--- config.mk ---
export PLATFORM = sky130hd
export DESIGN_NAME = shift_stage
export DESIGN_NICKNAME = d
export VERILOG_FILES = /design/src/rtl/shift_pkg.sv /design/src/rtl/barrel.sv /design/src/rtl/shift_stage.sv
export SDC_FILE = /design/constraint.sdc
export NUM_CORES = 1
export LEC_CHECK = 0
export ABC_AREA = 1
export ABC_CLOCK_PERIOD_IN_PS = 2950
export CAP_MARGIN = 20
export CORE_ASPECT_RATIO = 0.6
export CORE_MARGIN = 2
export CORE_UTILIZATION = 55
export CTS_CLUSTER_DIAMETER = 120
export DETAILED_ROUTE_END_ITERATION = 10
export HOLD_SLACK_MARGIN = 0.06
export PLACE_DENSITY = 0.92
export SLEW_MARGIN = 25
export SYNTH_ARGS = -nofsm -noshare
export SYNTH_HDL_FRONTEND = slang
export SYNTH_SLANG_ARGS = --single-unit
--- constraint.sdc ---
create_clock -name clk -period 2.95 [get_ports clk]
set_input_delay 0.295 -clock clk [delete_from_list [all_inputs] [get_ports clk]]
set_output_delay 0.295 -clock clk [all_outputs]
set_load 0.005 [all_outputs]
--- src/rtl/shift_pkg.sv ---
// rtl/shift_pkg.sv - shift-type codes, widths and stage A operand bundle for shift_stage
package shift_pkg;

    localparam int SH_WIDTH = 16;
    localparam int SH_AMT_W = 4;

    localparam logic [1:0] SH_LSL = 2'b00;
    localparam logic [1:0] SH_LSR = 2'b01;
    localparam logic [1:0] SH_ASR = 2'b10;
    localparam logic [1:0] SH_ROR = 2'b11;

    typedef struct packed {
        logic [1:0]          sh_type;
        logic [SH_AMT_W-1:0] amt;
        logic [SH_WIDTH-1:0] data;
    } stage_a_t;

    // Register-sourced amounts keep only the low bits, so shifts wrap modulo SH_WIDTH.
    function automatic logic [SH_AMT_W-1:0] sel_amt(
        input logic                src,
        input logic [SH_AMT_W-1:0] imm,
        input logic [SH_AMT_W-1:0] rs_lo
    );
        return src ? rs_lo : imm;
    endfunction

endpackage

--- src/rtl/barrel.sv ---
// rtl/barrel.sv - combinational 16-bit barrel shifter: lsl, lsr, asr, ror
module barrel
    import shift_pkg::*;
(
    input  logic [SH_WIDTH-1:0] data_i,
    input  logic [SH_AMT_W-1:0] amt_i,
    input  logic [1:0]          type_i,
    output logic [SH_WIDTH-1:0] result_o
);

    logic [SH_AMT_W:0] rot_left;

    always_comb begin
        // For amt 0 the left term shifts by the full width and contributes nothing.
        rot_left = 5'(SH_WIDTH) - {1'b0, amt_i};
        case (type_i)
            SH_LSL:  result_o = data_i << amt_i;
            SH_LSR:  result_o = data_i >> amt_i;
            SH_ASR:  result_o = $signed(data_i) >>> amt_i;
            default: result_o = (data_i >> amt_i) | (data_i << rot_left);
        endcase
    end

endmodule

--- src/rtl/shift_stage.sv ---
// rtl/shift_stage.sv - two-stage pipelined shift unit with N/Z flags; carry flag when SHIFT_STAGE_CARRY_EN is defined
module shift_stage
    import shift_pkg::*;
#(
    parameter int WIDTH = 16,
    parameter int AMT_W = 4
) (
    input  logic             clk,
    input  logic             rst,
    input  logic             flush,
    input  logic             in_valid,
    output logic             in_ready,
    input  logic [1:0]       in_type,
    input  logic             in_amt_src,
    input  logic [AMT_W-1:0] in_imm,
    input  logic [WIDTH-1:0] in_rs,
    input  logic [WIDTH-1:0] in_data,
    output logic             out_valid,
    input  logic             out_ready,
    output logic [WIDTH-1:0] out_data,
    output logic             out_n,
`ifdef SHIFT_STAGE_CARRY_EN
    output logic             out_c,
`endif
    output logic             out_z
);

    stage_a_t            a_q, a_d;
    logic                a_valid_q, a_valid_d;
    logic                b_valid_q, b_valid_d;
    logic [WIDTH-1:0]    out_data_q, out_data_d;
    logic                out_n_q, out_n_d;
    logic                out_z_q, out_z_d;
    logic                b_adv;
    logic                accept;
    logic                load_b;
    logic [WIDTH-1:0]    sh_res;
    logic                unused_rs_hi;

    assign unused_rs_hi = ^in_rs[WIDTH-1:AMT_W];

    barrel u_barrel (
        .data_i   (a_q.data),
        .amt_i    (a_q.amt),
        .type_i   (a_q.sh_type),
        .result_o (sh_res)
    );

    always_comb begin
        b_adv    = a_valid_q & (~b_valid_q | out_ready);
        in_ready = ~flush & (~a_valid_q | b_adv);
        accept   = in_valid & in_ready;
        // Result registers hold still on a flush cycle; only the valids are killed.
        load_b   = b_adv & ~flush;

        a_d       = a_q;
        a_valid_d = a_valid_q;
        if (accept) begin
            a_valid_d  = 1'b1;
            a_d.sh_type = in_type;
            a_d.amt     = sel_amt(in_amt_src, in_imm, in_rs[AMT_W-1:0]);
            a_d.data    = in_data;
        end else if (b_adv) begin
            a_valid_d = 1'b0;
        end

        b_valid_d = b_valid_q;
        if (b_adv) begin
            b_valid_d = 1'b1;
        end else if (out_ready) begin
            b_valid_d = 1'b0;
        end

        if (flush) begin
            a_valid_d = 1'b0;
            b_valid_d = 1'b0;
        end

        out_data_d = out_data_q;
        out_n_d    = out_n_q;
        out_z_d    = out_z_q;
        if (load_b) begin
            out_data_d = sh_res;
            out_n_d    = sh_res[WIDTH-1];
            out_z_d    = (sh_res == '0);
        end
    end

`ifdef SHIFT_STAGE_CARRY_EN
    logic             out_c_q, out_c_d;
    logic [AMT_W-1:0] lsl_idx;
    logic [AMT_W-1:0] lsr_idx;

    always_comb begin
        // 0 - n wraps to WIDTH - n, the last bit shifted out on a left shift.
        lsl_idx = '0 - a_q.amt;
        lsr_idx = a_q.amt - 1'b1;
        out_c_d = out_c_q;
        if (load_b && (a_q.amt != '0)) begin
            case (a_q.sh_type)
                SH_LSL:  out_c_d = a_q.data[lsl_idx];
                SH_LSR:  out_c_d = a_q.data[lsr_idx];
                SH_ASR:  out_c_d = a_q.data[lsr_idx];
                default: out_c_d = sh_res[WIDTH-1];
            endcase
        end
    end

    always_ff @(posedge clk) begin
        if (rst) begin
            out_c_q <= 1'b0;
        end else begin
            out_c_q <= out_c_d;
        end
    end

    assign out_c = out_c_q;
`endif

    always_ff @(posedge clk) begin
        if (rst) begin
            a_q        <= '0;
            a_valid_q  <= 1'b0;
            b_valid_q  <= 1'b0;
            out_data_q <= '0;
            out_n_q    <= 1'b0;
            out_z_q    <= 1'b1;
        end else begin
            a_q        <= a_d;
            a_valid_q  <= a_valid_d;
            b_valid_q  <= b_valid_d;
            out_data_q <= out_data_d;
            out_n_q    <= out_n_d;
            out_z_q    <= out_z_d;
        end
    end

    assign out_valid = b_valid_q;
    assign out_data  = out_data_q;
    assign out_n     = out_n_q;
    assign out_z     = out_z_q;

endmodule

# Word level (Yosys, flattened, before mapping)
# Index checks and enable logic that the tools add are counted.
# W data, S select, Z words.
# word_totals
elab_cells,36
register_bits,42
inputBits,44
# op_classes
n_bitwise,10
n_eq_ne,2
n_shift,4
addsub,1
mux,6
n_reduce_logical,5
# op_table
operator,count
$pmux W16 S3,1
$logic_not A16 Y1,1
$or A16 B16 Y16,1
$shl A16 B4 Y16,1
$shl A16 B5 Y16,1
$shr A16 B4 Y16,1
$sshr A16 B4 Y16,1
$sub A5 B4 Y5 const A,1
$and A1 B1 Y1,4
$mux W1,4
$mux W4,1
$reduce_bool A2 Y1,2
$not A1 Y1,3
$eq A2 B1 Y1 const B,1
$eq A2 B2 Y1 const B,1
$logic_not A2 Y1,1
$or A1 B1 Y1,2
$reduce_or A2 Y1,1

# Logic depth before layout (Yosys ltp)
# logic_depth
ltp_word,7
ltp_mapped,18
ltp_nobuf,16

# Hierarchy
# A second synthesis with hierarchy kept.
# unflattened
cells_unflattened,757
hier_area_um2,4047.6
# modules_own_cells
mod,seq_area_each_um2,instances,area_per_inst_um2,cells_per_inst
barrel,0.0,1,2321.0,503
shift_stage,820.8,1,1726.7,254

# Worst setup path before layout
# OpenSTA, ideal clock, no wires.
# synth_path
kind,reg-to-reg
startpoint,reg a_q[17] in the netlist's numbering
endpoint,"reg out_z_q, in the netlist out_z"
setup_ps,68
path_slack_ps,784
t_required_ps,2882
synth_period_minus_slack_ps,2166
arrival_ps,2098
path_buffers,3
path_stages_with_launch,16
cell_sequence,dfxtp_1 -> buf_4 -> inv_2 -> buf_4 -> ha_1 -> clkbuf_1 -> nand3_1 -> o21ai_0 -> nand2_1 -> nand3_1 -> nand3b_1 -> o21ai_1 -> nand2_1 -> nor2_1 -> nand2_1 -> o21bai_2
# synth_via
elab_chain_cells,5
elab_cells_between_ends,8
cone_classes,add/sub (1); shift (4); mux (1); bitwise (1); reduce/logical (1)
# synth_rtl
element,line,text
"start, declared",shift_stage.sv:28,"stage_a_t a_q, a_d;"
"start signal, assigned",shift_stage.sv:122,a_q <= '0;
"start signal, assigned",shift_stage.sv:129,a_q <= a_d;
$sub A5 B4 Y5,barrel.sv:15,"rot_left = 5'(SH_WIDTH) - {1'b0, amt_i};"
$shl A16 B5 Y16,barrel.sv:20,default: result_o = (data_i >> amt_i) | (data_i << rot_left);
$or A16 B16 Y16,barrel.sv:20,
$pmux W16 S3 *,barrel.sv:16,case (type_i)
$logic_not A16 Y1 *,shift_stage.sv:85,out_z_d = (sh_res == '0);
"end signal, assigned",shift_stage.sv:134,out_z_q <= out_z_d;
"end, declared",shift_stage.sv:33,"logic out_z_q, out_z_d;"
# Every way passes the cells marked *; elsewhere a longest branch is shown, timed or not.
# A chain may end at the register's enable or synchronous reset.

# Worst setup path after layout
# layout_path
startpoint,reg a_q[16] in the netlist's numbering
endpoint,"reg out_z_q, in the netlist out_z"
# Same word-level chain as after synthesis.

==> impl_results.md <==
- Status: finished, violations left
- Failing checks: DRC
- YS warnings: 0
- FP Rows: 23
- Yosys top cell by area: nand3_1
- CP required: 3.18 ns
- Area contributors post-synth: nand3_1 (22%), nand2_1 (21%), dfxtp_1 (21%)
- Mean Syn Cell Area: 5.59 sq um
- Crit. Startpoint: a_q[16]
- Clk network pwr share: 29.2%
- Setup TNS: 0 ns
- Core region area: 6790 sq um
- Area of the mapped netlist: 3930 sq um
- Layout cells sized above 1: 9.21%
- Worst hold path type: flip-flop to flip-flop
- Switching power: 0.764 mW
- N_diodes: 0
- Cell internal pwr: 1.16 mW
- CP Class: flip-flop to flip-flop
- Switching Share: 39.7%
- Total Wirelength: 14.7 mm
- Clock period minus worst slack: 2.31 ns
- Sequential cell area: 821 sq um
- Maximum clock path buffer count: 2
- Reg-to-Reg Start: a_q[16]
- GP Congestion: 1.04
- DR pass1 iterations: 9
- # setup viols final: 0
- First-pass GRT wire length: 23.6 mm
- Number of global-route vias before repair: 4604
- Worst vdd ir: 0.231 mV
- Multi-input logic area: 2720 sq um
- PnR Total Power: 1.93 mW
- CTS sink count: 41
- Syn Nets: 748
- Hold buffer count at CTS: 0
- Pins Over Slew Limit: 0
- CP Launch Type: flip-flop
- Critical R2R Capture: out_z
- Number of placed I/O pins: 64
- CTS tree: done
- Overflow after GRT: 0
- Crit path capture type: flip-flop
- P per Cell Area: 410 nW/um^2
- Die Outline Area: 7860 sq um
- Clock Pin Slew Worst Setup and Hold Paths: 0.07 ns
- R2R depth: 14
- Per-cell routed wire length: 17.6 microns
- Initial DRC count: 1088
- Largest net degree at the start of global routing: 42
- Antenna violations before repair: 0
- Final Skew: 0.00665 ns
- FMAX: 0.432 GHz
- P_leak: 2.22 nW
- CTS Buf Count: 5
- Filler cells: 625
- DRC Markers: 1
- Setup bufs post-CTS: 0
- Synth-to-layout area growth: 19.5%
- Combinational power share: 39.5%
- Vias per Instance: 6.29
- MaxCap Viol Count: 0
- # resized after CTS: 0
- Share of Yosys cell area claimed by the top area cell type: 22.4%
- Worst-Skew Late Latency: 0.29 ns
- Final hold violations: 0
- EDFF count, synth: 0
- Final ANT Viol Nets: 0
- Distinct cells, synth: 32
- Period Utilization, post-route: 78.4%
- H-tree levels: 2
- RSZ-0062 raised after global routing: no
- Crit path DAT: 2.54 ns
- Sequential fraction of the synthesis area: 20.9%
- Setup crit end: out_z
- Routed vias: 5262
- Asr flop ratio synth: 0%
- Slew @ Worst Pin: 0.727 ns
- GRT Total Usage: 37.5%
- Post-synth top cells: nand2_1 (223), nand3_1 (176), a21oi_1 (50)
- Rel. slew slack: 51.5%
- IO Port Bufs: 51
- Synthesis-stage register bit count: 41
- Cell count after synthesis: 703
- Starting Density: 57.8%
- Final nets: 793
- Die width: 113 microns
- Die height: 69.5 microns
- DP HPWL: 11.1 mm
- CTS Root Cell: clkbuf_16
- Sequential power share: 31.3%
- CP Max Fanout: 18
- Ys flop type: dfxtp_1
- Worst hold slack: 0.503 ns
- R2r setup slk: 0.64 ns
- Top-count cell post-synth: nand2_1
-- critical path, stage by stage (launching register included) --
cell	delay [ns]
dfxtp_1	0.37
inv_4	0.04
ha_1	0.28
buf_4	0.19
inv_2	0.27
nand3_1	0.14
o21ai_2	0.09
o21ai_0	0.12
nand2_1	0.12
nand2_1	0.06
nor2_1	0.15
nand2_1	0.11
nor2_1	0.11
nand2_1	0.07
o21bai_2	0.12
-- stage by stage --
stage          setup WS, ns  utilization, %  cell area, sq um  cells
6_report              0.636            69.1              4690    836
5_1_grt               0.418            69.1              4690    836
4_1_cts               0.688            69.1              4690    836
3_5_place_dp          0.711            66.9              4550    828
3_3_place_gp          0.731            66.9              4550    828
2_1_floorplan         0.784               -              3930    703
-- how the worst min path moves through the flow --
| stage | start | end | slack (ns) | cells past startpoint |
|---|---|---|---|---|
| 6_report | a_q[5] | a_q[5] | 0.50 | 2 |
| 5_1_grt | a_q[11] | a_q[11] | 0.52 | 2 |
| 4_1_cts | a_q[6] | a_q[6] | 0.50 | 2 |
| 3_5_place_dp | a_q[6] | a_q[6] | 0.49 | 2 |
| 3_3_place_gp | a_q[10] | a_q[10] | 0.47 | 2 |
| 2_1_floorplan | a_q[3] | a_q[3] | 0.45 | 2 |
-- cell families after synthesis --
group | Yosys count | share of synthesized area [%]
adders and majority gates | 1 | 0.319
buffers and inverters | 81 | 9.91
AOI/OAI and AO/OA | 102 | 14.1
and+or+nand+nor | 478 | 54.8
DFF | 41 | 20.9
-- area by class of cell --
class / instances / share of cell area [%]
Clock buffer: 5 / 2.67
Clock inverter: 3 / 0.453
Inverter: 37 / 3.07
Multi-Input combinational cell: 581 / 57.9
Sequential cell: 41 / 17.5
Tap cell: 87 / 2.32
Timing Repair Buffer: 82 / 16.1
-- registers in the layout (all words and copies together) (netlist names) --
register,cells
out_valid,1
out_data,16
a_valid_q,1
a_q,22
out_z,1
-- routing by layer --
| layer | GRT usage, % | wire (microns) |
|---|---|---|
| met2 | 52.1 | 5810 |
| met3 | 11.5 | 2400 |
| met4 | 7.86 | 257 |
| met5 | 0 | 0 |
| met1 | 56.5 | 6240 |
-- cells in the final DEF (no fill, tap or decap), types with 2 or more instances in the layout --
cell type / netlist / routed
nor2_1: 48 / 48
nand3_2: 4 / 4
nor2_4: 2 / 2
clkbuf_16: 0 / 5
nand3b_1: 2 / 2
nand4_1: 5 / 5
nand2_1: 223 / 223
buf_4: 7 / 30
o21ai_0: 30 / 30
inv_4: 2 / 2
a21oi_1: 50 / 50
nor3_1: 2 / 2
nand3_1: 176 / 176
o211ai_1: 4 / 4
o21ai_1: 7 / 7
a211oi_1: 8 / 8
dfxtp_1: 41 / 41
clkdlybuf4s50_1: 0 / 51
inv_2: 5 / 5
nand2_4: 7 / 7
inv_1: 30 / 30
nand2_2: 6 / 6
-- power by group through the flow --
stage / combinational (mW) / sequential, mW / clock [mW]
after floorplan: 0.497 / 0.601 / 0
after global placement: 0.713 / 0.613 / 0
final: 0.760 / 0.603 / 0.563
after global routing: 0.824 / 0.605 / 0.597
after detailed placement: 0.725 / 0.614 / 0
after CTS: 0.729 / 0.601 / 0.564
Power figures use the tool's default switching activity.
